### config.mk
export PLATFORM = sky130hd
export DESIGN_NAME = frame_addr_gen_flat
export DESIGN_NICKNAME = d
export VERILOG_FILES = /design/src/rtl/frame_addr_gen_pkg.sv /design/src/rtl/frame_addr_gen_if.sv /design/src/rtl/frame_addr_gen_buf_rotator.sv /design/src/rtl/frame_addr_gen.sv /design/src/flat_wrapper.sv
export SDC_FILE = /design/constraint.sdc
export NUM_CORES = 1
export LEC_CHECK = 0
export BUFFER_PORTS_ARGS = -buffer_cell sky130_fd_sc_hd__buf_2
export CAP_MARGIN = 10
export CELL_PAD_IN_SITES_DETAIL_PLACEMENT = 0
export CELL_PAD_IN_SITES_GLOBAL_PLACEMENT = 1
export CORE_UTILIZATION = 38
export CTS_CLUSTER_DIAMETER = 120
export DETAILED_ROUTE_END_ITERATION = 10
export GPL_TIMING_DRIVEN = 0
export HOLD_SLACK_MARGIN = 0.06
export MAX_ROUTING_LAYER = met4
export PLACE_DENSITY = 0.92
export SLEW_MARGIN = 20
export SYNTH_ARGS = -nofsm -noshare
export SYNTH_HDL_FRONTEND = slang
export SYNTH_SLANG_ARGS = --single-unit
### constraint.sdc
create_clock -name sys_clk -period 6.1 [get_ports sys_clk]
set_input_delay 1.525 -clock sys_clk [delete_from_list [all_inputs] [get_ports sys_clk]]
set_output_delay 1.525 -clock sys_clk [all_outputs]
set_load 0.01 [all_outputs]
### src/rtl/frame_addr_gen_pkg.sv
// Shared types and helpers for the frame_addr_gen burst address generator.
package frame_addr_gen_pkg;

    typedef enum logic [1:0] {
        IDLE  = 2'd0,
        RUN   = 2'd1,
        DRAIN = 2'd2,
        DONE  = 2'd3
    } state_e;

    // Ceiling log2, used to size buffer-index, beat and pending counters.
    function automatic int unsigned clog2(input int unsigned n);
        int unsigned r;
        r = 0;
        for (int i = 0; i < 32; i++) begin
            if ((33'd1 << i) < 33'(n)) r = 32'(i + 1);
        end
        return r;
    endfunction

endpackage

### src/rtl/frame_addr_gen_if.sv
// Burst address request channel between frame_addr_gen and the AXI write-address stage.
interface frame_addr_gen_if #(
    parameter int unsigned ADDR_W = 32
);
    logic [ADDR_W-1:0] addr;
    logic              addr_valid;
    logic              addr_ready;

    modport master (output addr, output addr_valid, input addr_ready);
    modport slave  (input addr, input addr_valid, output addr_ready);
endinterface

### src/rtl/frame_addr_gen_buf_rotator.sv
// Next frame-buffer index selection; FRAME_ADDR_GEN_SKIP_LOCKED_EN skips the reader's locked buffer.
module frame_addr_gen_buf_rotator
    import frame_addr_gen_pkg::*;
#(
    parameter int unsigned N_BUF = 4,
    parameter int unsigned IDX_W = clog2(N_BUF)
) (
    input  logic [IDX_W-1:0] cur_buf,
    input  logic             rd_lock,
    input  logic [IDX_W-1:0] rd_buf,
    input  logic             from_idle,
    output logic [IDX_W-1:0] next_buf_c
);

    function automatic logic [IDX_W-1:0] inc(input logic [IDX_W-1:0] i);
        return (32'(i) == N_BUF - 1) ? '0 : i + IDX_W'(1);
    endfunction

    logic [IDX_W-1:0] cand;

    always_comb begin
        cand = from_idle ? '0 : inc(cur_buf);
`ifdef FRAME_ADDR_GEN_SKIP_LOCKED_EN
        next_buf_c = (rd_lock && (cand == rd_buf)) ? inc(cand) : cand;
`else
        next_buf_c = cand;
`endif
    end

`ifndef FRAME_ADDR_GEN_SKIP_LOCKED_EN
    logic skip_unused;
    assign skip_unused = rd_lock ^ (^rd_buf);
`endif

endmodule

### src/rtl/frame_addr_gen.sv
// Burst address generator over N rotating frame buffers with a bounded queue of outstanding addresses.
// Optional feature: FRAME_ADDR_GEN_SKIP_LOCKED_EN (rotation skips the buffer held by the reader).
module frame_addr_gen
    import frame_addr_gen_pkg::*;
#(
    parameter int unsigned ADDR_W      = 32,
    parameter int unsigned N_BUF       = 4,
    parameter int unsigned BURST_BEATS = 16,
    parameter int unsigned BURST_BYTES = 128,
    parameter int unsigned MAX_PEND    = 4
) (
    input  logic                      sys_clk,
    input  logic                      sys_rst_n,
    input  logic [N_BUF*ADDR_W-1:0]   buf_base,
    input  logic [ADDR_W-1:0]         frame_bytes,
    input  logic                      frame_start,
    input  logic                      data_valid,
    input  logic                      rd_lock,
    input  logic [clog2(N_BUF)-1:0]   rd_buf,
    frame_addr_gen_if.master          aw,
    output logic [clog2(N_BUF)-1:0]   cur_buf,
    output logic                      frame_done,
    output logic [clog2(N_BUF)-1:0]   done_buf,
    output logic                      overrun
);

    localparam int unsigned IDX_W  = clog2(N_BUF);
    localparam int unsigned BEAT_W = (clog2(BURST_BEATS) > 0) ? clog2(BURST_BEATS) : 1;
    localparam int unsigned PEND_W = clog2(MAX_PEND + 1);
    localparam int unsigned XW     = ADDR_W + 1;
    localparam logic [ADDR_W-1:0] INC = ADDR_W'(BURST_BYTES);

    state_e            state_q, state_d;
    logic [IDX_W-1:0]  cur_buf_q, cur_buf_d;
    logic [IDX_W-1:0]  done_buf_q, done_buf_d;
    logic [ADDR_W-1:0] req_off_q, req_off_d;
    logic [ADDR_W-1:0] iss_off_q, iss_off_d;
    logic [PEND_W-1:0] pend_q, pend_d;
    logic [BEAT_W-1:0] beat_q, beat_d;
    logic              start_pend_q, start_pend_d;
    logic              overrun_q, overrun_d;
    logic              frame_done_q, frame_done_d;
    logic [ADDR_W-1:0] addr_q, addr_d;
    logic              addr_valid_q, addr_valid_d;

    logic [ADDR_W-1:0] base_a [N_BUF];
    logic [IDX_W-1:0]  next_buf;
    logic              hs, count_en, burst_start, room, frame_end, restart;

    for (genvar g = 0; g < N_BUF; g++) begin : g_base
        assign base_a[g] = buf_base[g*ADDR_W +: ADDR_W];
    end

    frame_addr_gen_buf_rotator #(
        .N_BUF (N_BUF),
        .IDX_W (IDX_W)
    ) u_rot (
        .cur_buf    (cur_buf_q),
        .rd_lock    (rd_lock),
        .rd_buf     (rd_buf),
        .from_idle  (state_q == IDLE),
        .next_buf_c (next_buf)
    );

    // Beat counting, queue bookkeeping and frame sequencing.
    always_comb begin
        state_d      = state_q;
        cur_buf_d    = cur_buf_q;
        done_buf_d   = done_buf_q;
        req_off_d    = req_off_q;
        iss_off_d    = iss_off_q;
        pend_d       = pend_q;
        beat_d       = beat_q;
        start_pend_d = start_pend_q;
        overrun_d    = overrun_q;
        frame_done_d = 1'b0;
        restart      = 1'b0;

        hs          = addr_valid_q && aw.addr_ready;
        count_en    = (state_q == RUN) && !start_pend_q && !frame_start && data_valid;
        burst_start = count_en && (beat_q == '0);
        room        = 32'(pend_q) < MAX_PEND;
        frame_end   = ({1'b0, req_off_q} + XW'(BURST_BYTES)) >= {1'b0, frame_bytes};

        if (count_en) begin
            beat_d = (32'(beat_q) == BURST_BEATS - 1) ? '0 : beat_q + BEAT_W'(1);
        end
        if (hs) iss_off_d = iss_off_q + INC;
        if (burst_start && room) req_off_d = req_off_q + INC;
        if (burst_start && !room) overrun_d = 1'b1;

        case ({burst_start && room, hs})
            2'b10:   pend_d = pend_q + PEND_W'(1);
            2'b01:   pend_d = pend_q - PEND_W'(1);
            default: pend_d = pend_q;
        endcase

        if (((state_q == DRAIN) || (state_q == DONE)) && data_valid) overrun_d = 1'b1;
        if (((state_q == RUN) || (state_q == DRAIN)) && frame_start) start_pend_d = 1'b1;

        unique case (state_q)
            IDLE, DONE: begin
                if (frame_start) restart = 1'b1;
            end
            RUN: begin
                if (start_pend_q && (pend_q == '0)) restart = 1'b1;
                else if (burst_start && frame_end) state_d = DRAIN;
            end
            DRAIN: begin
                // An aborted frame drains silently and restarts without a done pulse.
                if (start_pend_q && (pend_q == '0)) begin
                    restart = 1'b1;
                end else if (!start_pend_q && !frame_start && (pend_d == '0)) begin
                    state_d      = DONE;
                    frame_done_d = 1'b1;
                    done_buf_d   = cur_buf_q;
                end
            end
        endcase

        if (restart) begin
            state_d      = RUN;
            cur_buf_d    = next_buf;
            req_off_d    = '0;
            iss_off_d    = '0;
            pend_d       = '0;
            beat_d       = '0;
            start_pend_d = 1'b0;
        end

        addr_d       = base_a[cur_buf_d] + iss_off_d;
        addr_valid_d = (pend_d != '0);
    end

    always_ff @(posedge sys_clk) begin
        if (!sys_rst_n) begin
            state_q      <= IDLE;
            cur_buf_q    <= '0;
            done_buf_q   <= '0;
            req_off_q    <= '0;
            iss_off_q    <= '0;
            pend_q       <= '0;
            beat_q       <= '0;
            start_pend_q <= 1'b0;
            overrun_q    <= 1'b0;
            frame_done_q <= 1'b0;
            addr_q       <= '0;
            addr_valid_q <= 1'b0;
        end else begin
            state_q      <= state_d;
            cur_buf_q    <= cur_buf_d;
            done_buf_q   <= done_buf_d;
            req_off_q    <= req_off_d;
            iss_off_q    <= iss_off_d;
            pend_q       <= pend_d;
            beat_q       <= beat_d;
            start_pend_q <= start_pend_d;
            overrun_q    <= overrun_d;
            frame_done_q <= frame_done_d;
            addr_q       <= addr_d;
            addr_valid_q <= addr_valid_d;
        end
    end

    assign aw.addr       = addr_q;
    assign aw.addr_valid = addr_valid_q;
    assign cur_buf       = cur_buf_q;
    assign done_buf      = done_buf_q;
    assign frame_done    = frame_done_q;
    assign overrun       = overrun_q;

endmodule

### src/flat_wrapper.sv
// flat-port wrapper written by rule: the top's interface ports become plain ports
module frame_addr_gen_flat import frame_addr_gen_pkg::*;
#(
    parameter int unsigned ADDR_W      = 32,
    parameter int unsigned N_BUF       = 4,
    parameter int unsigned BURST_BEATS = 16,
    parameter int unsigned BURST_BYTES = 128,
    parameter int unsigned MAX_PEND    = 4
)
  (sys_clk, sys_rst_n, buf_base, frame_bytes, frame_start, data_valid, rd_lock, rd_buf, cur_buf, frame_done, done_buf, overrun, aw_addr, aw_addr_valid, aw_addr_ready);
  frame_addr_gen_if #(.ADDR_W(ADDR_W)) aw_i ();
  input  logic sys_clk;
  input  logic sys_rst_n;
  input  logic [N_BUF*ADDR_W-1:0] buf_base;
  input  logic [ADDR_W-1:0] frame_bytes;
  input  logic frame_start;
  input  logic data_valid;
  input  logic rd_lock;
  input  logic [clog2(N_BUF)-1:0] rd_buf;
  output logic [clog2(N_BUF)-1:0] cur_buf;
  output logic frame_done;
  output logic [clog2(N_BUF)-1:0] done_buf;
  output logic overrun;
  output wire logic [$bits(aw_i.addr)-1:0] aw_addr;
  output wire logic [$bits(aw_i.addr_valid)-1:0] aw_addr_valid;
  input wire logic [$bits(aw_i.addr_ready)-1:0] aw_addr_ready;
  assign aw_addr = aw_i.addr;
  assign aw_addr_valid = aw_i.addr_valid;
  assign aw_i.addr_ready = aw_addr_ready;
  frame_addr_gen #(.ADDR_W(ADDR_W), .N_BUF(N_BUF), .BURST_BEATS(BURST_BEATS), .BURST_BYTES(BURST_BYTES), .MAX_PEND(MAX_PEND)) u_core (.sys_clk(sys_clk), .sys_rst_n(sys_rst_n), .buf_base(buf_base), .frame_bytes(frame_bytes), .frame_start(frame_start), .data_valid(data_valid), .rd_lock(rd_lock), .rd_buf(rd_buf), .aw(aw_i), .cur_buf(cur_buf), .frame_done(frame_done), .done_buf(done_buf), .overrun(overrun));
endmodule
# == Word level (Yosys, flattened, before mapping) ==
# Cells that the tools add are included.
# word_totals
input_bits,168
word_cells,99
reg_bits,113
# op_classes
add_sub_neg,8
muxes,23
magnitude_cmp,3
eq_ne,15
n_bitwise,4
n_reduce_logical,33
# op_table
op,count
two-way mux 32 bit,4
adder 32 x 8 -> 32 bit (second input constant),2
binary-select mux 32 bit (select 2 bit),1
adder 32 x 8 -> 33 bit (second input constant),1
>= comparator 33 x 32 -> 1 bit,1
adder 32 bit,1
two-way mux 2 bit,7
logical AND 1 bit,13
!= test 3 x 2 -> 1 bit (second input constant),4
AND reduction 5 bit,2
equality test 2 bit (second input constant),4
!= test 2 bit (second input constant),4
logical NOT 3 bit,2
two-way mux 1 bit,6
one-hot mux 3 bit (2 select lines),1
nonzero test 3 bit,2
OR reduction 2 bit,3
adder 4 x 1 -> 4 bit (second input constant),1
equality test 2 x 1 -> 1 bit (second input constant),2
equality test 4 bit (second input constant),1
logical NOT 4 bit,1
two-way mux 4 bit,1
one-hot mux 2 bit (2 select lines),1
nonzero test 2 bit,2
other kinds (14),19

# == Logic depth before layout (Yosys ltp) ==
# depth
ltp_word,14
mapped_depth,19

# == Modules after synthesis ==
# A second synthesis with hierarchy kept.
# hier_totals
hier_cells,831
hier_area_um2,7377.1
# by_module_without_submodules
module,n_inst,area_each_um2,seq_area_each_um2,cells_per_inst
frame_addr_gen,1,7348.3,2122.0,828
frame_addr_gen_buf_rotator,1,28.8,0.0,3

# == Least setup slack after synthesis ==
# Ideal clock, no wire load.
# synth_path
path_type,input -> register
startpoint,in frame_start
endpoint,reg u_core.addr_q[22] (netlist: u_core.aw.addr[22])
t_required_ns,5.972
path_stages,16
path_slack_ns,1.200
arrival_time_ns,4.772
setup_time_ns,0.128
path_cell_list,mux2_4 > mux2i_2 > buf_4 > buf_1 > a211oi_1 > a31oi_1 > ha_1 > fa_1 > a211oi_1 > o211ai_2 > a41oi_4 > o31ai_4 > a2111oi_2 > o31ai_2 > xnor2_1 > nor2_1
# synth_via
elab_chain_len,8
elab_cells_between_ends,9
cone_classes,1 x add/sub; 7 x mux; 1 x bitwise
# synth_lines
item,line,text
"start, declared",flat_wrapper.sv:16,input logic frame_start;
two-way mux 1 bit *,frame_addr_gen.sv:103,if (frame_start) restart = 1'b1;
one-hot mux 1 bit (2 select lines) *,frame_addr_gen.sv:101,unique case (state_q)
two-way mux 2 bit,frame_addr_gen.sv:121,if (restart) begin
inverter 2 -> 3 bit (not written as such),frame_addr_gen.sv:131,addr_d = base_a[cur_buf_d] + iss_off_d;
binary-select mux 32 bit (select 2 bit),frame_addr_gen.sv:131,
two-way mux 32 bit (not written as such) (2 in series),frame_addr_gen.sv:131,
adder 32 bit *,frame_addr_gen.sv:131,
"end signal, assigned",frame_addr_gen.sv:160,addr_q <= addr_d;
"end, declared",frame_addr_gen.sv:43,"logic [ADDR_W-1:0] addr_q, addr_d;"
# Every way passes the cells marked *; elsewhere a longest branch is shown, timed or not. The select of a mux whose other input is x is not followed.
# A chain may end at the register's enable or synchronous reset.

# == Final worst setup path ==
# layout_path
startpoint,in frame_start
endpoint,reg u_core.addr_q[27] (netlist: u_core.aw.addr[27])
# The elaborated chain is that of the path after synthesis.

==> flow_summary.json <==
{
  "port_buffers": 203,
  "core_um2": 19700,
  "clockRootBuffer": "clkbuf_16",
  "crit_slowest_cell": "buf_1",
  "synth_cells": 989,
  "grt_pass1_wl_um": 34900,
  "critPathArrivalTime_ns": 5.99,
  "io-pin-count": 207,
  "totalPowerFinal_uw": 2920,
  "cts_buffers": 9,
  "cts_buffer_depth": 2,
  "critPathKind": "in2reg",
  "worst_skew_pair.late_latency_ns": 0.36,
  "holdPathStages": 1,
  "drt_iter0_drc": 336,
  "clk_pin_slew_ns": 0.08,
  "drive_above_1_share_pct": 21.2,
  "relSlewSlack_pct": 52.2,
  "grt_pass1_vias": 7140,
  "num-fill-cells": 1941,
  "area_growth_syn_to_layout_pct": 21.5,
  "first_pass_iters": 5,
  "fin_nets": 1439,
  "cts_tree": "yes",
  "post_cts_buffers": 0,
  "syn_area_per_cell_um2": 7.81,
  "hold_viol": 0,
  "htreeDepth": 3,
  "rrSetupSlack_ns": 0.81,
  "yosys_most_used_dff": "dfxtp_1",
  "dp.final_hpwl_um": 17500,
  "cts.sink_count": 106,
  "switching_power_uw": 1250,
  "timing.hold.ws_ns": 0.477,
  "r2r_end": "u_core.aw.addr[27]",
  "overflow": 0,
  "rsz0062_at_grt": "no",
  "maxCapViolCount": 0,
  "netSwitchingFraction_pct": 42.7,
  "dr_wl_met3_um": 969,
  "synth_top_cell_area_share_pct": 27.5,
  "synth_area_leaders": "dfxtp_1 (27%), ha_1 (11%), nand2_1 (6.5%)",
  "syn_area_um2": 7720,
  "fp.dieH_um": 145,
  "crit_top_cell": "a31oi_1",
  "cp_data_required_time_ns": 6.39,
  "pwr_density_cell_nw_per_um2": 311,
  "intPower_uw": 1670,
  "grt_max_degree": 17,
  "start_util_pct": 39.2,
  "finClkSkew_ns": 0.00977,
  "synth_warnings": 0,
  "leakage_uw": 0.00437,
  "grt.total_usage_pct": 22.0,
  "finalCritPeriodShare_pct": 93.4,
  "die_w_um": 145,
  "synth_most_common_cell": "nand2_1",
  "critPathMaxStageDelay_ns": 0.57,
  "synth_fp_nets": 1225,
  "met2_length_um": 10300,
  "fmax_ghz": 0.176,
  "wl_um": 22000,
  "pwr-share-comb_pct": 50.5,
  "startpoint_type": "primary input",
  "hp-class": "reg2reg",
  "synth_edf_count": 0,
  "hold-path-endpoint": "u_core.iss_off_q[1]",
  "reg2reg_depth": 17,
  "synth_area_leader_cell": "dfxtp_1",
  "drtAntennaViolNets": 0,
  "antenna_found_initial": 1,
  "fin_crit_ns": 5.70,
  "synth-seq-cells": 106,
  "hold_buffers": 0,
  "slew_viol_final": 0,
  "place_congestion": 0.919,
  "tightestPinTransition_ns": 0.716,
  "status": "complete, no violations",
  "clkPwrFrac_pct": 21.4,
  "path_cells": "buf_2, mux2_4, mux2i_2, buf_4, buf_1, a211oi_1, a31oi_1, ha_1, a211oi_1, o211ai_1, nand4b_1, a31oi_1, a41oi_1, o21bai_1, a31oi_1, mux2i_1",
  "ir_drop_v": 0.000191,
  "wl_per_cell_um": 14.9,
  "rows": 51,
  "endpoint_kind": "flop",
  "synthDistinctLibCells": 66,
  "fp.dieArea_um2": 20900,
  "critPathMaxFanout": 10,
  "highest_layer": "met4",
  "fin_setup_tns_ns": 0,
  "drc_errors": 0,
  "cts_resized": 0,
  "viasPerCell": 5.18,
  "report.final.setup_viol": 0,
  "routed-via-count": 7631,
  "seqPwrFrac_pct": 28.1,
  "m1WireLength_um": 10400,
  "hold_start": "u_core.iss_off_q[1]",
  "diodes": 0,
  "async_flop_share_pct": 0,
  "r2r_start": "u_core.state_q[1]",
  "ys_seq_area_share_pct": 27.5,
  "synth_top_cells_by_count": "nand2_1 (134), nor2_1 (124), dfxtp_1 (106), ha_1 (66), xnor2_1 (56)"
}
[critical path: cells and delay by family]
kind            cells  cell delay, ns
compound gates      8            2.07
buf+inv             3            0.98
mux                 3            0.83
fa+ha+maj           1            0.31
simple gates        1            0.25
[state kept, by name, indices dropped and copies added, names as in the netlist, 2 cells and up]
signal,cells
u_core.aw.addr,32
u_core.iss_off_q,32
u_core.req_off_q,25
u_core.beat_q,4
u_core.pend_q,3
u_core.cur_buf,2
u_core.done_buf,2
u_core.state_q,2
[area by class of cell]
type	instances	area, µm²	share of cell area [%]
plain buffers	43	184	1.96
flip-flops and latches	106	2120	22.6
well taps	265	332	3.53
repair buffers	203	1020	10.8
multi-input cells	797	5260	56.0
clock buffers	13	270	2.88
inverters	43	161	1.72
clock inverters	3	46.3	0.493
[cells by family after synthesis]
logic type / share of synthesized area [%]
adders and majority gates: 11.2
DFF: 27.5
buffers and inverters: 4.47
xor gates and xnor gates: 11.1
AOI/OAI and AO/OA: 18.0
and+or+nand+nor: 26.2
muxes: 1.54
[power by group through the flow]
stage	registers [µW]	logic (µW)	clock network, µW
after floorplan	878	957	0
after global placement	835	1450	0
after detailed placement	837	1450	0
after CTS	822	1470	634
after global routing	833	1630	661
final	821	1470	625
[cell usage in the layout (no fill, tap or decap), drive strengths merged, types with 4 or more instances in the layout]
| cell type | synthesis | layout |
|---|---|---|
| inv | 42 | 42 |
| nand4 | 9 | 9 |
| and2 | 48 | 48 |
| xor2 | 39 | 39 |
| buf | 19 | 222 |
| a31oi | 36 | 36 |
| o211ai | 8 | 8 |
| mux2i | 10 | 10 |
| nand3 | 27 | 27 |
| o21bai | 4 | 4 |
| o21ai | 27 | 27 |
| a41oi | 4 | 4 |
| nor2 | 124 | 124 |
| nand2b | 4 | 4 |
| o21a | 5 | 5 |
| or3 | 6 | 6 |
| clkbuf | 24 | 37 |
| and3 | 22 | 22 |
| a21o | 18 | 18 |
| a211oi | 39 | 39 |
| xnor2 | 56 | 56 |
| nor3 | 25 | 25 |
| dfxtp | 106 | 106 |
| a21oi | 44 | 44 |
| nand2 | 136 | 136 |
| ha | 66 | 66 |
| and4 | 6 | 6 |
[per-stage QoR]
stage | util, % | instances | worst slack (ns) | cell area, µm²
detailed placement | 46.0 | 1457 | 0.0721 | 9070
global placement | 46.0 | 1457 | 0.169 | 9070
CTS | 47.6 | 1473 | 0.434 | 9390
global route | 47.6 | 1473 | 0.0923 | 9390
finish | 47.6 | 1473 | 0.403 | 9390
floorplan | - | 989 | 1.20 | 7720
[how the worst max path moves through the flow]
stage                           start                 end  cells after the start
after floorplan           frame_start  u_core.aw.addr[22]                     16
after global placement    frame_start  u_core.aw.addr[27]                     16
after detailed placement  frame_start  u_core.aw.addr[27]                     16
after CTS                 frame_start  u_core.aw.addr[27]                     16
after global routing      frame_start  u_core.aw.addr[27]                     16
final                     frame_start  u_core.aw.addr[27]                     16
[layer usage]
| metal | track usage, % | vias to the layer above |
|---|---|---|
| met4 | 5.48 | 0 |
| met1 | 28.9 | 3533 |
| li1 | - | 3882 |
| met2 | 35.7 | 194 |
| met5 | - | - |
| met3 | 2.78 | 22 |
No activity file was read; power rests on OpenSTA's default activity.
